## src/rtl/ln_pkg.sv

```systemverilog
// Shared definitions for the Q3.5 natural-log datapath: format constants,
// reference codes and the accumulator state encoding.
package ln_pkg;

  localparam int LN_FRAC_BITS = 5;
  localparam int LN_W         = 8;

  localparam logic [LN_W-1:0] LN_Q_1   = 8'd0;
  localparam logic [LN_W-1:0] LN_Q_255 = 8'd177;

  typedef enum logic {
    ACC  = 1'b0,
    HOLD = 1'b1
  } ln_acc_state_t;

endpackage

```

## src/rtl/ln_mean_acc_if.sv

```systemverilog
// Sample-in / result-out handshake bundle for ln_mean_acc.
// The slave modport is the accumulator side; master is the producer/consumer side.
interface ln_mean_acc_if #(
  parameter int W = 8
);

  logic         in_valid;
  logic         in_ready;
  logic [W-1:0] in_ln;
  logic         out_valid;
  logic         out_ready;
  logic [W-1:0] out_mean;
  logic [W-1:0] out_min;
  logic [W-1:0] out_max;

  modport slave (
    input  in_valid, in_ln, out_ready,
    output in_ready, out_valid, out_mean, out_min, out_max
  );

  modport master (
    output in_valid, in_ln, out_ready,
    input  in_ready, out_valid, out_mean, out_min, out_max
  );

endinterface

```

## src/rtl/ln_mean_acc_minmax_track.sv

```systemverilog
// Running min/max register pair. nxt_min/nxt_max present the tracker value
// including the current sample so the block's last sample can be folded in.
module ln_minmax_track #(
  parameter int W = 8
) (
  input  logic         clk,
  input  logic         rst_n,
  input  logic         clear,
  input  logic         en,
  input  logic         first,
  input  logic [W-1:0] d,
  output logic [W-1:0] nxt_min,
  output logic [W-1:0] nxt_max
);

  logic [W-1:0] cur_min;
  logic [W-1:0] cur_max;

  always_comb begin
    nxt_min = cur_min;
    nxt_max = cur_max;
    if (first) begin
      nxt_min = d;
      nxt_max = d;
    end else begin
      if (d < cur_min) nxt_min = d;
      if (d > cur_max) nxt_max = d;
    end
  end

  always_ff @(posedge clk or negedge rst_n) begin
    if (!rst_n) begin
      cur_min <= '0;
      cur_max <= '0;
    end else if (clear) begin
      cur_min <= '0;
      cur_max <= '0;
    end else if (en) begin
      cur_min <= nxt_min;
      cur_max <= nxt_max;
    end
  end

endmodule

```

## src/rtl/ln_mean_acc.sv

```systemverilog
// Block accumulator for Q3.5 log samples: emits mean, min and max per 2^LOG2_N samples.
// Define LN_MEAN_ROUND_EN for round-half-up mean; default build truncates.
import ln_pkg::*;

module ln_mean_acc #(
  parameter int LOG2_N = 3,
  parameter int W      = LN_W
) (
  input  logic            clk,
  input  logic            rst_n,
  input  logic            clear,
  ln_mean_acc_if.slave    bus
);

  localparam int N  = 1 << LOG2_N;
  localparam int SW = W + LOG2_N;
  localparam int CW = LOG2_N + 1;

  ln_acc_state_t state;
  ln_acc_state_t state_nxt;

  logic [SW-1:0] sum;
  logic [SW-1:0] sum_next;
  logic [CW-1:0] cnt;
  logic [W-1:0]  mean_nxt;
  logic [W-1:0]  min_nxt;
  logic [W-1:0]  max_nxt;
  logic          take;
  logic          done;

  assign bus.in_ready  = (state == ACC) && rst_n;
  assign bus.out_valid = (state == HOLD);

  assign take     = bus.in_valid && bus.in_ready;
  assign done     = take && (cnt == CW'(N - 1));
  assign sum_next = sum + SW'(bus.in_ln);

`ifdef LN_MEAN_ROUND_EN
  // N/2 is zero for LOG2_N = 0, so the single-sample case needs no special path.
  localparam logic [SW-1:0] HALF = SW'(N / 2);
  assign mean_nxt = W'((sum_next + HALF) >> LOG2_N);
`else
  assign mean_nxt = W'(sum_next >> LOG2_N);
`endif

  ln_minmax_track #(
    .W(W)
  ) u_track (
    .clk     (clk),
    .rst_n   (rst_n),
    .clear   (clear || done),
    .en      (take),
    .first   (cnt == '0),
    .d       (bus.in_ln),
    .nxt_min (min_nxt),
    .nxt_max (max_nxt)
  );

  always_comb begin
    state_nxt = state;
    case (state)
      ACC:  if (done) state_nxt = HOLD;
      HOLD: if (bus.out_ready) state_nxt = ACC;
      default: state_nxt = ACC;
    endcase
    if (clear) state_nxt = ACC;
  end

  always_ff @(posedge clk or negedge rst_n) begin
    if (!rst_n) state <= ACC;
    else        state <= state_nxt;
  end

  always_ff @(posedge clk or negedge rst_n) begin
    if (!rst_n) begin
      sum <= '0;
      cnt <= '0;
    end else if (clear || done) begin
      sum <= '0;
      cnt <= '0;
    end else if (take) begin
      sum <= sum_next;
      cnt <= cnt + CW'(1);
    end
  end

  always_ff @(posedge clk or negedge rst_n) begin
    if (!rst_n) begin
      bus.out_mean <= '0;
      bus.out_min  <= '0;
      bus.out_max  <= '0;
    end else if (clear) begin
      bus.out_mean <= '0;
      bus.out_min  <= '0;
      bus.out_max  <= '0;
    end else if (done) begin
      bus.out_mean <= mean_nxt;
      bus.out_min  <= min_nxt;
      bus.out_max  <= max_nxt;
    end
  end

endmodule

```

## src/flat_wrapper.sv

```systemverilog
// flat-port wrapper written by rule: the top's interface ports become plain ports
module ln_mean_acc_flat 
#(
  parameter int LOG2_N = 3,
  parameter int W      = LN_W
)
  (clk, rst_n, clear, bus_in_valid, bus_in_ln, bus_out_ready, bus_in_ready, bus_out_valid, bus_out_mean, bus_out_min, bus_out_max);
  ln_mean_acc_if #(.W(W)) bus_i ();
  input  logic clk;
  input  logic rst_n;
  input  logic clear;
  input wire logic [$bits(bus_i.in_valid)-1:0] bus_in_valid;
  input wire logic [$bits(bus_i.in_ln)-1:0] bus_in_ln;
  input wire logic [$bits(bus_i.out_ready)-1:0] bus_out_ready;
  output wire logic [$bits(bus_i.in_ready)-1:0] bus_in_ready;
  output wire logic [$bits(bus_i.out_valid)-1:0] bus_out_valid;
  output wire logic [$bits(bus_i.out_mean)-1:0] bus_out_mean;
  output wire logic [$bits(bus_i.out_min)-1:0] bus_out_min;
  output wire logic [$bits(bus_i.out_max)-1:0] bus_out_max;
  assign bus_i.in_valid = bus_in_valid;
  assign bus_i.in_ln = bus_in_ln;
  assign bus_i.out_ready = bus_out_ready;
  assign bus_in_ready = bus_i.in_ready;
  assign bus_out_valid = bus_i.out_valid;
  assign bus_out_mean = bus_i.out_mean;
  assign bus_out_min = bus_i.out_min;
  assign bus_out_max = bus_i.out_max;
  ln_mean_acc #(.LOG2_N(LOG2_N), .W(W)) u_core (.clk(clk), .rst_n(rst_n), .clear(clear), .bus(bus_i));
endmodule
```

## config.mk

```make
export PLATFORM = sky130hd
export DESIGN_NAME = ln_mean_acc_flat
export DESIGN_NICKNAME = d
export VERILOG_FILES = /design/src/rtl/ln_pkg.sv /design/src/rtl/ln_mean_acc_if.sv /design/src/rtl/ln_mean_acc_minmax_track.sv /design/src/rtl/ln_mean_acc.sv /design/src/flat_wrapper.sv
export SDC_FILE = /design/constraint.sdc
export NUM_CORES = 1
export LEC_CHECK = 0
export BUFFER_PORTS_ARGS = -buffer_cell sky130_fd_sc_hd__buf_2
export CAP_MARGIN = 20
export CORE_MARGIN = 2
export CORE_UTILIZATION = 60
export CTS_BUF_LIST = sky130_fd_sc_hd__clkbuf_4
export CTS_CLUSTER_SIZE = 16
export DETAILED_ROUTE_END_ITERATION = 8
export PLACE_DENSITY = 0.86
export SYNTH_ARGS = -nofsm -noshare
export SYNTH_HDL_FRONTEND = slang
export SYNTH_SLANG_ARGS = --single-unit
```

## constraint.sdc

```tcl
create_clock -name clk -period 2.3 [get_ports clk]
set_input_delay 0.115 -clock clk [delete_from_list [all_inputs] [get_ports clk]]
set_output_delay 0.115 -clock clk [all_outputs]
set_load 0.02 [all_outputs]
```

==> metrics.yaml <==
ys_seq_area_share_pct: 44.5
nets: 387
core_um2: 5070
finalCritPeriodShare_pct: 91.7
cp_slowest_stage_delay_ns: 0.41
hold_path_class: "in -> reg"
routed_wl_um: 6840
synthToLayoutAreaGrowth_pct: 11.2
worstSetupPathType: "reg -> reg"
yosysTopAreaCell: "dfrtp_1"
antennaDiodeCount: 0
overflow: 0
synth-main-ff-cell: "dfrtp_1"
power.density_nw_per_um2: 518
cpMaxStageDelayCell: "dfrtp_1"
fin_area_um2: 3500
period_needed_ns: 2.11
dp_hpwl_um: 5150
cp-end-kind: "flop"
timing.setup.tns_ns: 0
critPathRequiredTime_ns: 2.59
cp_num_buf_inv: 2
first_pass_iters: 4
drv_slew: 0
syn_nets: 346
syn_area_um2: 3150
max_freq_ghz: 0.474
globalplace.congestion: 0.895
grt_first_pass_wirelength_um: 11300
grt_max_degree: 57
grt_usage_pct: 24.5
avgSynthCellArea_um2: 10.3
routed.top_layer: "met4"
cp_max_fo: 10
hold_violations: 0
tightest_slew_ns: 0.716
skew_ns: 0.00878
cts_buffers: 5
drv_cap: 0
synth_top_cells_by_count: "56 x dfrtp_1, 26 x nor2_1, 25 x ha_1"
routedWlPerCell_um: 16.4
path_clk_slew_ns: 0.16
postCtsSetupBuffers: 0
io_buffers: 38
die_h_um: 76.5
synth.top_cell.area_share_pct: 44.5
root_buffer: "clkbuf_4"
synthTopCellsByArea: "dfrtp_1 44%, ha_1 9.9%, a22o_1 6.4%"
startpoint_type: "flop"
vias: 2463
drtIter0Drc: 131
cp_top_family: "compound AO/OA/AOI/OAI gates"
drc: 0
fill_cells: 396
ant_nets: 0
yosysMostFrequentCell: "dfrtp_1"
multi_input_area_um2: 1620
maxSlewHeadroom_pct: 52.2
insertion_delay_ns: 0.38
htree_levels: 2
synthesis.instances: 307
drive_gt1_share_pct: 18.4
die_w_um: 76.5
wl_met1_um: 3180
synth_edf_count: 0
antenna_found_initial: 0
ios: 39
via_per_inst: 5.89
setup_viol: 0
yosysWarnings: 0
wl_met3_um: 285
status: "finished, final reports clean"
rsz0062_at_grt: "false"
clock_path_buffers: 2
design.die.area_um2: 5850
cts_tree: "done"
initial_utilization_pct: 62.1
fp-row-count: 26
grt_pass1_vias: 2334
power.leakage_nw: 1.65
timing.critical_path.arrival_ns: 2.40
async_flop_share_pct: 100
dpl-instance-area_um2: 3430
layout.area.seq_um2: 1400
ys_ff_latch: 56
peakVddDrop_mv: 0.259
cts.sinks: 56
crit_chain: "inv_1 > ha_1 > nand4_1 > a21oi_1 > o22ai_1 > buf_12 > a31o_2 > a22o_1"
synthDistinctLibCells: 51
met2_length_um: 3280
-- kinds of logic (layout without fill, tap and decap cells) --
kind of cell | count (synthesis) | in the layout | share of synthesized area, %
and+or+nand+nor | 74 | 74 | 11.7
DFF | 56 | 56 | 44.5
xor gates and xnor gates | 8 | 8 | 2.22
AOI/OAI and AO/OA | 94 | 94 | 21.7
adders and majority gates | 26 | 26 | 10.6
muxes | 16 | 16 | 5.08
buffers and inverters | 33 | 74 | 4.25
-- report_power, final --
group	internal [mW]	switching, mW
sequential	1.01	0.0219
combinational	0.149	0.217
clock	0.112	0.304
total	1.27	0.543
-- worst reg2reg max path: stages, from the launching register on --
cell	delay, ns
dfrtp_1	0.41
inv_1	0.06
ha_1	0.31
nand4_1	0.15
a21oi_1	0.17
o22ai_1	0.15
buf_12	0.18
a31o_2	0.32
a22o_1	0.25
-- repair_timing --
| item | CTS | global route |
|---|---|---|
| hold endpoints to repair | 57 | 0 |
| gates resized for setup | 0 | 1 |
| setup endpoints to repair | 0 | 1 |
| hold buffers | 2 | 0 |
-- through the flow --
stage,std cells,hold WS (ns),util (%),setup WS [ns],power (mW)
after floorplan,307,-0.181,-,0.393,1.29
after global placement,409,0.363,67.6,0.269,1.39
after detailed placement,409,0.369,67.6,0.200,1.41
after CTS,418,0.0606,69.0,0.151,1.82
after global routing,418,0.0545,69.0,0.0610,1.90
final,418,0.0591,69.0,0.190,1.82
-- per-layer routing --
layer | GRT usage [%] | vias to the layer above
li1 | - | 1195
met1 | 34.0 | 1200
met2 | 39.7 | 61
met3 | 4.38 | 7
met4 | 7.09 | 0
met5 | 0 | -
-- sequential cells by signal, summed over array words and instances, names as in the netlist --
register,flops
u_core.bus.out_mean,8
u_core.u_track.cur_max,8
u_core.bus.out_min,8
u_core.sum,11
u_core.bus.out_valid,1
u_core.bus.out_max,8
u_core.u_track.cur_min,8
u_core.cnt,4
-- layout by cell type, fill, tap and decap left out, types with 2 or more instances in the layout --
master         count
o21ai_1            4
a21o_1             4
nor3_1             2
o22ai_1            3
ha_1              25
nand4_1            3
mux2i_1           16
dfrtp_1           56
buf_4              5
a31oi_1            2
nand2_1           23
clkbuf_4           5
o31ai_1            2
xnor2_1            7
buf_2             38
a22o_1            23
nor2b_1            2
nor2b_2            2
a211oi_1          18
inv_1             21
dlygate4sd3_1      2
a21oi_1           18
o21ai_0            8
nor2_1            26
nand2b_1           3
-- final cells by class --
type,count,area share [%]
clock buffer,5,1.07
clock inverter,2,0.357
inverter,21,2.25
multi-input combinational,218,46.2
sequential,56,40.0
tap,70,2.50
timing repair buffer,46,7.64
-- worst paths after layout --
kind | startpoint | endpoint | slack, ns | depth (start not counted)
worst max register to register | u_core.u_track.cur_max[7] | u_core.u_track.cur_max[6] | 0.19 | 8
min in group asynchronous | rst_n | u_core.u_track.cur_max[2] | 0.45 | 3
worst max-delay path | u_core.u_track.cur_max[7] | u_core.u_track.cur_max[6] | 0.19 | 8
worst min-delay path | bus_in_ln[4] | u_core.u_track.cur_max[4] | 0.06 | 2
max in group asynchronous | rst_n | u_core.u_track.cur_min[3] | 1.37 | 3
worst min register to register | u_core.bus.out_mean[2] | u_core.bus.out_mean[2] | 0.53 | 2
Note: power is estimated with default switching activity, not from simulation.
